File: config.mk
export PLATFORM = sky130hd
export DESIGN_NAME = servo_pwm_bank
export DESIGN_NICKNAME = d
export VERILOG_FILES = /design/src/rtl/servo_pkg.sv /design/src/rtl/servo_pwm_channel.sv /design/src/rtl/servo_pwm_bank.sv
export SDC_FILE = /design/constraint.sdc
export NUM_CORES = 1
export LEC_CHECK = 0
export CORE_MARGIN = 4
export CORE_UTILIZATION = 30
export CTS_CLUSTER_SIZE = 25
export DETAILED_ROUTE_END_ITERATION = 10
export GPL_ROUTABILITY_DRIVEN = 0
export SETUP_SLACK_MARGIN = 0.05
export SKIP_CTS_REPAIR_TIMING = 1
export SYNTH_ARGS = -nofsm -noshare
export SYNTH_HDL_FRONTEND = slang
export SYNTH_HIERARCHICAL = 1
export SYNTH_SLANG_ARGS = --single-unit
File: constraint.sdc
create_clock -name clk -period 7.4 [get_ports clk]
set_clock_uncertainty 0.05 [all_clocks]
set_input_delay 1.11 -clock clk [delete_from_list [all_inputs] [get_ports clk]]
set_output_delay 1.11 -clock clk [all_outputs]
set_load 0.02 [all_outputs]
File: src/rtl/servo_pkg.sv
// servo_pkg: constants shared by the servo PWM bank and the move translator.
//   - channel indices (which servo sits on which bit of lin/rot vectors)
//   - position encodings for linear and rotary servos
//   - default timing constants in clk cycles at 50 MHz
package servo_pkg;

  localparam int NUM_CH = 4;

  // Bit positions within lin_cmd / rot_cmd / pwm_lin / pwm_rot.
  localparam int LEFT   = 0;
  localparam int RIGHT  = 1;
  localparam int TOP    = 2;
  localparam int BOTTOM = 3;

  // Linear servo: 1 = forward, 0 = back.
  localparam logic POS_FORWARD = 1'b1;
  localparam logic POS_BACK    = 1'b0;

  // Rotary servo: 1 = ccw (+90 deg), 0 = resting.
  localparam logic ROT_CCW  = 1'b1;
  localparam logic ROT_REST = 1'b0;

  // Default timing (50 MHz clock).
  localparam int DEF_PERIOD_CYC    = 1_000_000; // 20 ms frame
  localparam int DEF_LIN_BACK_CYC  = 50_000;    // 1.0 ms
  localparam int DEF_LIN_FWD_CYC   = 100_000;   // 2.0 ms
  localparam int DEF_ROT_REST_CYC  = 75_000;    // 1.5 ms
  localparam int DEF_ROT_CCW_CYC   = 100_000;   // +90 deg
  localparam int DEF_SETTLE_FRAMES = 25;        // 0.5 s

endpackage

File: src/rtl/servo_pwm_channel.sv
// servo_pwm_channel: one servo output.
//   Holds the frame-latched command bit (shadow), selects the pulse width
//   from it and registers the PWM compare.
// Ports:
//   clk, rst     clock, asynchronous active-low reset
//   tick         high on the last cycle of the frame (shadow load strobe)
//   cmd          live command bit from the translator
//   en_next      output enable as it will be in the coming cycle
//   cnt_next     frame counter value of the coming cycle
//   shadow       latched command bit (used by the top for change detection)
//   pwm          registered PWM output
module servo_pwm_channel
  import servo_pkg::*;
#(
  parameter int   CW       = 20,
  parameter int   WIDTH_LO = 1,    // width when the shadow bit is 0
  parameter int   WIDTH_HI = 2,    // width when the shadow bit is 1
  parameter logic RST_BIT  = 1'b0
) (
  input  logic          clk,
  input  logic          rst,
  input  logic          tick,
  input  logic          cmd,
  input  logic          en_next,
  input  logic [CW-1:0] cnt_next,
  output logic          shadow,
  output logic          pwm
);

  localparam logic [CW-1:0] W_LO = CW'(WIDTH_LO);
  localparam logic [CW-1:0] W_HI = CW'(WIDTH_HI);

  logic          shadow_next;
  logic [CW-1:0] width;

  // The compare uses the value the shadow is about to take, so a command
  // sampled on the tick cycle already shapes the first pulse of the new frame.
  assign shadow_next = tick ? cmd : shadow;
  assign width       = shadow_next ? W_HI : W_LO;

  always_ff @(posedge clk or negedge rst) begin
    if (!rst) begin
      shadow <= RST_BIT;
      pwm    <= 1'b0;
    end else begin
      shadow <= shadow_next;
      pwm    <= en_next && (cnt_next < width);
    end
  end

endmodule

File: src/rtl/servo_pwm_bank.sv
// servo_pwm_bank: eight hobby-servo PWM generators (4 linear, 4 rotary).
//   Commands are latched only at frame boundaries so pulses never glitch;
//   busy stays high for SETTLE_FRAMES frames after any latched change.
// Ports:
//   clk, rst     clock, asynchronous active-low reset
//   lin_cmd[4]   linear positions (1 forward, 0 back), [0]=left..[3]=bottom
//   rot_cmd[4]   rotary positions (1 ccw, 0 resting), same indexing
//   out_en       0 suppresses all pulses (latched at frame boundary)
//   pwm_lin[4]   linear servo PWM outputs
//   pwm_rot[4]   rotary servo PWM outputs
//   frame_tick   high on the last cycle of each frame
//   busy         high while the mechanism is settling
module servo_pwm_bank
  import servo_pkg::*;
#(
  parameter int PERIOD_CYC    = DEF_PERIOD_CYC,
  parameter int LIN_BACK_CYC  = DEF_LIN_BACK_CYC,
  parameter int LIN_FWD_CYC   = DEF_LIN_FWD_CYC,
  parameter int ROT_REST_CYC  = DEF_ROT_REST_CYC,
  parameter int ROT_CCW_CYC   = DEF_ROT_CCW_CYC,
  parameter int SETTLE_FRAMES = DEF_SETTLE_FRAMES
) (
  input  logic              clk,
  input  logic              rst,
  input  logic [NUM_CH-1:0] lin_cmd,
  input  logic [NUM_CH-1:0] rot_cmd,
  input  logic              out_en,
  output logic [NUM_CH-1:0] pwm_lin,
  output logic [NUM_CH-1:0] pwm_rot,
  output logic              frame_tick,
  output logic              busy
);

  localparam int CW = $clog2(PERIOD_CYC);
  localparam int SW = $clog2(SETTLE_FRAMES + 1);
  localparam logic [CW-1:0] LAST_CNT    = CW'(PERIOD_CYC - 1);
  localparam logic [SW-1:0] SETTLE_LOAD = SW'(SETTLE_FRAMES);

  // Elaboration-time legality checks.
  if (LIN_BACK_CYC <= 0 || LIN_BACK_CYC >= PERIOD_CYC) begin : g_bad_lin_back
    $error("LIN_BACK_CYC must be in 1..PERIOD_CYC-1");
  end
  if (LIN_FWD_CYC <= 0 || LIN_FWD_CYC >= PERIOD_CYC) begin : g_bad_lin_fwd
    $error("LIN_FWD_CYC must be in 1..PERIOD_CYC-1");
  end
  if (ROT_REST_CYC <= 0 || ROT_REST_CYC >= PERIOD_CYC) begin : g_bad_rot_rest
    $error("ROT_REST_CYC must be in 1..PERIOD_CYC-1");
  end
  if (ROT_CCW_CYC <= 0 || ROT_CCW_CYC >= PERIOD_CYC) begin : g_bad_rot_ccw
    $error("ROT_CCW_CYC must be in 1..PERIOD_CYC-1");
  end
  if (SETTLE_FRAMES < 1) begin : g_bad_settle
    $error("SETTLE_FRAMES must be at least 1");
  end

  logic [CW-1:0]     frame_cnt;
  logic [CW-1:0]     frame_cnt_next;
  logic              tick;
  logic              shadow_en;
  logic              en_next;
  logic [NUM_CH-1:0] lin_sh;
  logic [NUM_CH-1:0] rot_sh;
  logic              change;
  logic [SW-1:0]     settle_cnt;
  logic [SW-1:0]     settle_next;

  assign tick           = (frame_cnt == LAST_CNT);
  assign frame_tick     = tick;
  assign frame_cnt_next = tick ? '0 : frame_cnt + CW'(1);
  assign en_next        = tick ? out_en : shadow_en;

  // A disable (1->0) alone is not a change: the servos simply go limp.
  assign change = tick && (({lin_cmd, rot_cmd} != {lin_sh, rot_sh}) ||
                           (out_en && !shadow_en));

  // Reload on change (extends, never stacks); otherwise count frames down.
  always_comb begin
    settle_next = settle_cnt;
    if (change) begin
      settle_next = SETTLE_LOAD;
    end else if (tick && settle_cnt != '0) begin
      settle_next = settle_cnt - SW'(1);
    end
  end

  always_ff @(posedge clk or negedge rst) begin
    if (!rst) begin
      frame_cnt  <= '0;
      shadow_en  <= 1'b0;
      settle_cnt <= SETTLE_LOAD;
      busy       <= 1'b1;
    end else begin
      frame_cnt  <= frame_cnt_next;
      shadow_en  <= en_next;
      settle_cnt <= settle_next;
      busy       <= (settle_next != '0);
    end
  end

  for (genvar i = 0; i < NUM_CH; i++) begin : g_ch
    servo_pwm_channel #(
      .CW       (CW),
      .WIDTH_LO (LIN_BACK_CYC),
      .WIDTH_HI (LIN_FWD_CYC),
      .RST_BIT  (POS_FORWARD)
    ) u_lin (
      .clk      (clk),
      .rst      (rst),
      .tick     (tick),
      .cmd      (lin_cmd[i]),
      .en_next  (en_next),
      .cnt_next (frame_cnt_next),
      .shadow   (lin_sh[i]),
      .pwm      (pwm_lin[i])
    );

    servo_pwm_channel #(
      .CW       (CW),
      .WIDTH_LO (ROT_REST_CYC),
      .WIDTH_HI (ROT_CCW_CYC),
      .RST_BIT  (ROT_REST)
    ) u_rot (
      .clk      (clk),
      .rst      (rst),
      .tick     (tick),
      .cmd      (rot_cmd[i]),
      .en_next  (en_next),
      .cnt_next (frame_cnt_next),
      .shadow   (rot_sh[i]),
      .pwm      (pwm_rot[i])
    );
  end

endmodule

# Word-level counts from Yosys, hierarchy flattened
# Cells that the tools add are included.
[totals] inputBits=11 output_inout_bits=10 elab_cells=67 reg_bits=43
[op_classes] order_cmp=8 muxes=20 n_eq_ne=2 reduce_logical=15 n_addsub=2
[op_table] cell="20-bit < comparator" count=8
[op_table] cell="17-bit 2-to-1 mux" count=4
[op_table] cell="16-bit 2-to-1 mux" count=4
[op_table] cell="20-bit by 1-bit adder with 20-bit output (second input constant)" count=1
[op_table] cell="20-bit == test (second input constant)" count=1
[op_table] cell="20-bit 2-to-1 mux" count=1
[op_table] cell="1-bit logical AND" count=11
[op_table] cell="5-bit 2-to-1 mux" count=2
[op_table] cell="5-bit nonzero test" count=2
[op_table] cell="1-bit 2-to-1 mux" count=9
[op_table] cell="8-bit inequality test" count=1
[op_table] cell="5-bit by 1-bit subtractor with 5-bit output (second input constant)" count=1
[op_table] cell="1-bit zero test" count=1
[op_table] cell="1-bit logical OR" count=1

# Logic depth before layout (Yosys ltp)
# Gate-level depths: netlist of the first run.
[logic_depth] word_depth=6 mapped_depth=13 mapped_depth_nobuf=12

# Modules after synthesis
# Netlist of the first run, hierarchy kept.
[modules_own_cells] module="servo_pwm_bank" cells_each=141 n_inst=1 seq_area_each_um2=680.7 area_per_inst_um2=1397.6
[modules_own_cells] module="servo_pwm_channel at g_ch[0].u_lin ..." cells_each=26 n_inst=4 seq_area_each_um2=51.3 area_per_inst_um2=246.5
[modules_own_cells] module="servo_pwm_channel at g_ch[0].u_rot ..." cells_each=24 n_inst=4 seq_area_each_um2=50.0 area_per_inst_um2=226.5

# Least setup slack after synthesis of the first run
# No wires, ideal clock.
[synth_timing] path_type="reg-to-reg" from="register frame_cnt[6]" to="register g_ch[0].u_lin.pwm" synth_period_minus_slack_ns=3.538 t_arrival_ns=3.413 t_required_ns=7.276 path_stages_with_launch=11 setup_time_ns=0.074 slack_ns=3.862 n_path_buf=1 cell_sequence="dfrtp_1 > or4_1 > nor4_2 > nand3_2 > clkinv_1 > buf_2 > mux2i_1 > ha_1 > a311o_1 > or3_1 > a21oi_2"
[synth_between] elab_chain_len=5 elab_cells_between_ends=8 classes_between="add/sub (1); order compare (1); eq/ne (1); mux (4); reduce/logical (1)"
[synth_rtl] element="start, declared" line_no="servo_pwm_bank.sv:56" source="logic [CW-1:0] frame_cnt;"
[synth_rtl] element="start signal, assigned" line_no="servo_pwm_bank.sv:93" source="frame_cnt <= frame_cnt_next;"
[synth_rtl] element="20-bit == test (*)" line_no="servo_pwm_bank.sv:67" source="assign tick = (frame_cnt == LAST_CNT);"
[synth_rtl] element="via frame_tick" line_no="servo_pwm_bank.sv:30" source="output logic frame_tick,"
[synth_rtl] element="1-bit 2-to-1 mux" line_no="servo_pwm_channel.sv:38" source="assign shadow_next = tick ? cmd : shadow;"
[synth_rtl] element="17-bit 2-to-1 mux" line_no="servo_pwm_channel.sv:39" source="assign width = shadow_next ? W_HI : W_LO;"
[synth_rtl] element="20-bit < comparator" line_no="servo_pwm_channel.sv:47" source="pwm <= en_next && (cnt_next < width);"
[synth_rtl] element="1-bit logical AND (*)" line_no="servo_pwm_channel.sv:47"
[synth_rtl] element="end signal, assigned" line_no="servo_pwm_channel.sv:47"
[synth_rtl] element="end, declared" line_no="servo_pwm_channel.sv:27" source="output logic pwm"
# The timed path passes the listed nets; every way through them passes the cells marked *.

# Worst setup path in the final report of the first run
[layout_timing] from="register frame_cnt[6]" to="output port frame_tick"
[layout_between] elab_chain_len=1
[layout_rtl] element="20-bit == test" line_no="servo_pwm_bank.sv:67"
[layout_rtl] element="end, declared" line_no="servo_pwm_bank.sv:30"
# No other way between the ends.

==> flow_summary.toml, run 1 <==
[cells_and_area]
nets = 437
drive_above_1_share_pct = 10.1
fill_cells = 1050
num_antenna_cells = 0
syn_to_final_growth_pct = 16.0
final_area_um2 = 3820
stdcell_count = 513

[hold_path]
hold_depth = 1
hold_class = "reg2reg"

[synthesis]
ys_seq_area_share_pct = 33.0
async_reset_ff_share_pct = 100
synth_most_common_cell = "ha_1"
yosys.area.top_type = "dfrtp_1"
synthCells = 341
avgSynthCellArea_um2 = 9.65
ys.flop_type = "dfrtp_1"
netlist-cell-type-count = 44
synth-seq-cells = 43
synthTopCellsByCount = "ha_1 (50), dfrtp_1 (35), nor2_1 (23), nor3_1 (20), nand2_1 (19)"
synth.cell_area_um2 = 3290
synth.area.top_cells = "dfrtp_1 (27%), ha_1 (19%), dfstp_2 (6.4%)"
synth_nets = 402
synth-edff-count = 0
ys_warn_count = 6
synth_top_cell_area_share_pct = 26.6

[sta]
slew_headroom_pct = 23.1
setup_violations = 0
worst_slew_pin_slew_ns = 1.14
fin_crit_sh_pct = 56.8
finalCriticalPeriod_ns = 4.20
report.final.slew_viol_count = 0
finalHoldViolations = 0
finalSetupTns_ns = 0
rsz0062_at_grt = "no"
clock.fmax_ghz = 0.238

[power]
power.density_nw_per_um2 = 108
p_leak_nw = 1.65
vdd_drop_max_mv = 0.0565
total_power_mw = 0.413

[floorplan]
num_rows = 37
start_util_pct = 31.3
die_w_um = 113
coreArea_um2 = 10500
fp.dieH_um = 113
die_area_um2 = 12700
io_pins = 21

[routing]
initialDrtViolationCount = 206
drt_first_pass_iters = 5
drc = 0
num_vias = 2854
drt_wl_total_um = 8550
viasPerCell = 5.56
route.antenna.remaining_nets = 0
routedWlPerCell_um = 16.7

[critical_path]
crit_path_end_kind = "output port"
crit_type = "reg2out"
path_max_fanout = 26
cp.arrival_ns = 3.04
reg2regPathDepth = 10
crit_required_ns = 6.24
critPathLaunchType = "flop"

[placement]
placement.cell_area_um2 = 3720
portBuffers = 20
dp.final_hpwl_um = 6220
place_inst = 505

[clock_network]
insertion_delay_ns = 0.30
cts_made_buffers = 5
root_buffer = "clkbuf_8"
clockBufferDepth = 2
cts.sinks = 43
clk_pin_slew_worst_paths_ns = 0.09
cts_tree = "done"
cts_htree_levels = 2

[global_routing]
grt_pass1_vias = 2939
antenna_found_initial = 0
grt_overflow = 0
grt_max_degree = 44
track_usage_pct = 13.9
grt_pass1_wl_um = 14400

[job]
drv_cap = 0

[run_status]
status = "completed"
[final timing paths]
check / end / slack, ns / from
setup reg to reg: g_ch[1].u_lin/pwm / 3.36 / frame_cnt[6]
hold / removal: frame_cnt[0] / 0.45 / frame_cnt[0]
max in group asynchronous: g_ch[0].u_rot/shadow / 5.78 / rst
min in group asynchronous: settle_cnt[1] / 0.90 / rst
setup / recovery: frame_tick / 3.20 / frame_cnt[6]
hold reg to reg: frame_cnt[0] / 0.45 / frame_cnt[0]
[where the power goes]
part / internal, mW / total (mW) / leakage (nW) / switching (mW)
combinational: 0.00563 / 0.0138 / 1.09 / 0.00817
clock: 0.0763 / 0.164 / 0.0474 / 0.0873
sequential: 0.235 / 0.235 / 0.511 / 0.0000719
[cell families (layout without fill, tap and decap cells)]
kind of cell | count (synthesis) | after routing | share of synthesized area [%]
simple gates | 130 | 130 | 21.8
compound gates | 70 | 70 | 14.8
fa+ha+maj | 50 | 50 | 19.0
flops | 43 | 43 | 33.0
xor+xnor | 26 | 26 | 6.92
buf+inv | 13 | 49 | 1.52
mux | 9 | 9 | 2.89
[stage by stage]
stage	setup slack [ns]	hold WS (ns)	utilization (%)
final	3.20	0.447	36.3
after global routing	3.03	0.471	36.3
after detailed placement	3.36	0.437	35.4
after floorplan	3.86	0.403	-
after CTS	3.18	0.447	36.3
after global placement	3.39	0.416	35.4
[critical path, stage by stage, from the launching register on]
cell,delay [ns]
dfrtp_1,0.43
or4_1,0.54
nor4_2,0.31
nand3_2,0.20
clkinv_1,0.52
clkdlybuf4s50_1,0.72
[routing by layer]
layer | up-vias | track usage [%] | routed length [um]
met3 | 8 | 2.09 | 392
met1 | 1370 | 18.4 | 3960
li1 | 1390 | - | -
met2 | 86 | 23.5 | 4070
met5 | - | 0 | 0
met4 | 0 | 4.25 | 126
[final cells by class]
class | count | area (um^2) | share of cell area, %
multi-input combinational | 285 | 2150 | 56.4
sequential | 43 | 1090 | 28.5
timing repair buffer | 29 | 263 | 6.89
tap | 136 | 170 | 4.46
clock buffer | 6 | 82.6 | 2.16
inverter | 12 | 45.0 | 1.18
clock inverter | 2 | 16.3 | 0.426
[sequential cells by signal, summed over array words and instances, names as in the netlist]
| register | count |
|---|---|
| busy | 1 |
| g_ch.u_rot/pwm | 4 |
| g_ch.u_lin/shadow | 4 |
| shadow_en | 1 |
| g_ch.u_rot/shadow | 4 |
| g_ch.u_lin/pwm | 4 |
| settle_cnt | 5 |
| frame_cnt | 20 |
[layout by cell type, fill, tap and decap left out, types with 8 or more instances in the layout]
| cell type | Yosys | layout |
|---|---|---|
| nor3_1 | 20 | 20 |
| ha_1 | 50 | 50 |
| dfrtp_1 | 35 | 35 |
| clkdlybuf4s50_1 | 0 | 19 |
| nor4_1 | 13 | 13 |
| nand3_1 | 17 | 17 |
| nand2_1 | 19 | 19 |
| o21ai_0 | 8 | 8 |
| a211oi_1 | 8 | 8 |
| or4b_1 | 8 | 8 |
| nor2_1 | 23 | 23 |
| nand4_1 | 8 | 8 |
| buf_4 | 0 | 9 |
| xnor2_1 | 8 | 8 |
| dfstp_2 | 8 | 8 |
| inv_1 | 11 | 11 |
| a21oi_1 | 15 | 15 |
| xor2_1 | 18 | 18 |
Note: power is estimated with default switching activity, not from simulation.
==> run 2, diff against run 1 <==
Clock period 7.4 ns to 4.04 ns, I/O delays scaled along.
==> run 2 against run 1 <==
- worst setup slack got worse by 2.9 ns
- count of clock-buffer cells in the layout decreased by 1
- combinational power increased by 86%
- clock power increased by 120%
- hold slack got worse by 0.037 ns
- register-to-register slack got worse by 3.1 ns
- via count increased by 2.3%
- final cell count increased by 2.1%
- sequential power increased by 83%
- flip-flop and latch count unchanged
- utilization increased by 1.1 points
- critical endpoint is now g_ch[1].u_rot/pwm
- largest cell class unchanged
- largest power group unchanged
==> flow_summary.toml, run 2 (same netlist as run 1, synthesis figures left out) <==
[run_status]
status = "completed"

[cells_and_area]
nets = 448
final_core_util_pct = 37.4
drive_above_1_share_pct = 13.4
final_cell_mix = "ha_1 (50), dfrtp_1 (35), nor2_1 (23)"
num_antenna_cells = 0
reg_top3 = "frame_cnt x20, settle_cnt x5"
top_register = "frame_cnt"
final_common_cell = "ha_1"
syn_to_final_growth_pct = 19.4
largest_reg_flops = 20

[floorplan]
num_rows = 37
io_pins = 21
fp.dieH_um = 113
start_util_pct = 31.3
die_area_um2 = 12700
die_w_um = 113
coreArea_um2 = 10500

[routing]
num_vias = 2921
routedWlPerCell_um = 16.6
drc = 0
initialDrtViolationCount = 213
drt_first_pass_iters = 6
drt_wl_total_um = 8720
viasPerCell = 5.57
route.antenna.remaining_nets = 0

[sta]
worst_slew_pin_slew_ns = 0.982
finalCriticalPeriod_ns = 3.76
finalHoldViolations = 0
fin_crit_sh_pct = 93.0
clock.fmax_ghz = 0.266
setup_violations = 0
setup_ws_ns = 0.281
slew_headroom_pct = 34.5
finalSetupTns_ns = 0
rsz0062_at_grt = "yes"
report.final.slew_viol_count = 0

[critical_path]
crit_path_end_kind = "flop"
crit_type = "reg2reg"
critPathMaxStageDelay_ns = 0.58
cp_cell_sequence = "or4_1 > nor4_2 > nand3_2 > clkinv_1 > mux2_2 > inv_1 > ha_1 > nand2_1 > or4b_1 > nor3_1 > nor3_1"
path_buf_inv = 2
critPathLaunchType = "flop"
critPathTopFamily = "simple AND/OR/NAND/NOR gates"
critPathLaunch = "frame_cnt[6]"
path_max_fanout = 18
crit_slowest_cell = "or4b_1"
cp.arrival_ns = 3.89
timing.critical_path.mode_cell = "nor3_1"
crit_required_ns = 4.17
r2r_start = "frame_cnt[6]"

[clock_network]
root_buffer = "clkbuf_8"
clk_pin_slew_worst_paths_ns = 0.10
insertion_delay_ns = 0.30
clockBufferDepth = 2
cts.sinks = 43
cts_tree = "done"
cts_made_buffers = 5
cts_htree_levels = 2

[power]
p_leak_nw = 1.72
power.density_nw_per_um2 = 207
vdd_drop_max_mv = 0.121

[hold_path]
hold_class = "in2async"

[placement]
portBuffers = 20
dp.final_hpwl_um = 6360
dpl_worst_slack_ns = 0.251

[global_routing]
track_usage_pct = 14.0
grt_max_degree = 44
grt_pass1_vias = 2901
antenna_found_initial = 0
grt_overflow = 0
grt_pass1_wl_um = 14400

[job]
drv_cap = 0
[run 2: final timing paths]
kind                                endpoint  slack, ns  depth (start not counted)
hold / removal                 frame_cnt[10]       0.41                          1
min in group clk                frame_cnt[0]       0.45                          1
hold reg to reg                 frame_cnt[0]       0.45                          1
setup / recovery           g_ch[1].u_rot/pwm       0.28                         11
max in group asynchronous  g_ch[1].u_rot/pwm       2.93                          1
setup reg to reg           g_ch[1].u_rot/pwm       0.28                         11
[run 2: area by class of cell]
type	instances	area [um^2]
fillers	1040	6580
multi-input cells	285	2160
flip-flops and latches	43	1090
repair buffers	40	345
well taps	136	170
clock buffers	5	68.8
clock inverters	3	47.5
inverters	12	45.0
[run 2: worst register-to-register path, stage by stage (launching register included)]
cell,delay [ns]
dfrtp_1,0.44
or4_1,0.55
nor4_2,0.30
nand3_2,0.20
clkinv_1,0.47
mux2_2,0.34
inv_1,0.08
ha_1,0.27
nand2_1,0.06
or4b_1,0.58
nor3_1,0.22
nor3_1,0.08
[run 2: through the flow]
step                power [mW]  cell area, um^2  hold slack [ns]  cells
global placement         0.465             3800            0.429    516
detailed placement       0.465             3800            0.430    516
global route             0.841             3930            0.461    524
CTS                      0.817             3920            0.444    524
floorplan                0.443             3290            0.260    341
finish                   0.812             3930            0.410    524
[run 2: power breakdown]
group / switching [mW] / total, mW / internal (mW)
logic: 0.0152 / 0.0256 / 0.0104
clock network: 0.168 / 0.355 / 0.188
registers: 0.000136 / 0.431 / 0.431
total: 0.183 / 0.812 / 0.629
[run 2: layer usage]
metal / track usage [%] / up-vias / part of all wire [%]
li1: - / 1411 / -
met1: 18.6 / 1423 / 47
met2: 23.5 / 70 / 47
met3: 1.98 / 17 / 3.8
met4: 4.57 / 0 / 2.1
met5: 0 / - / 0
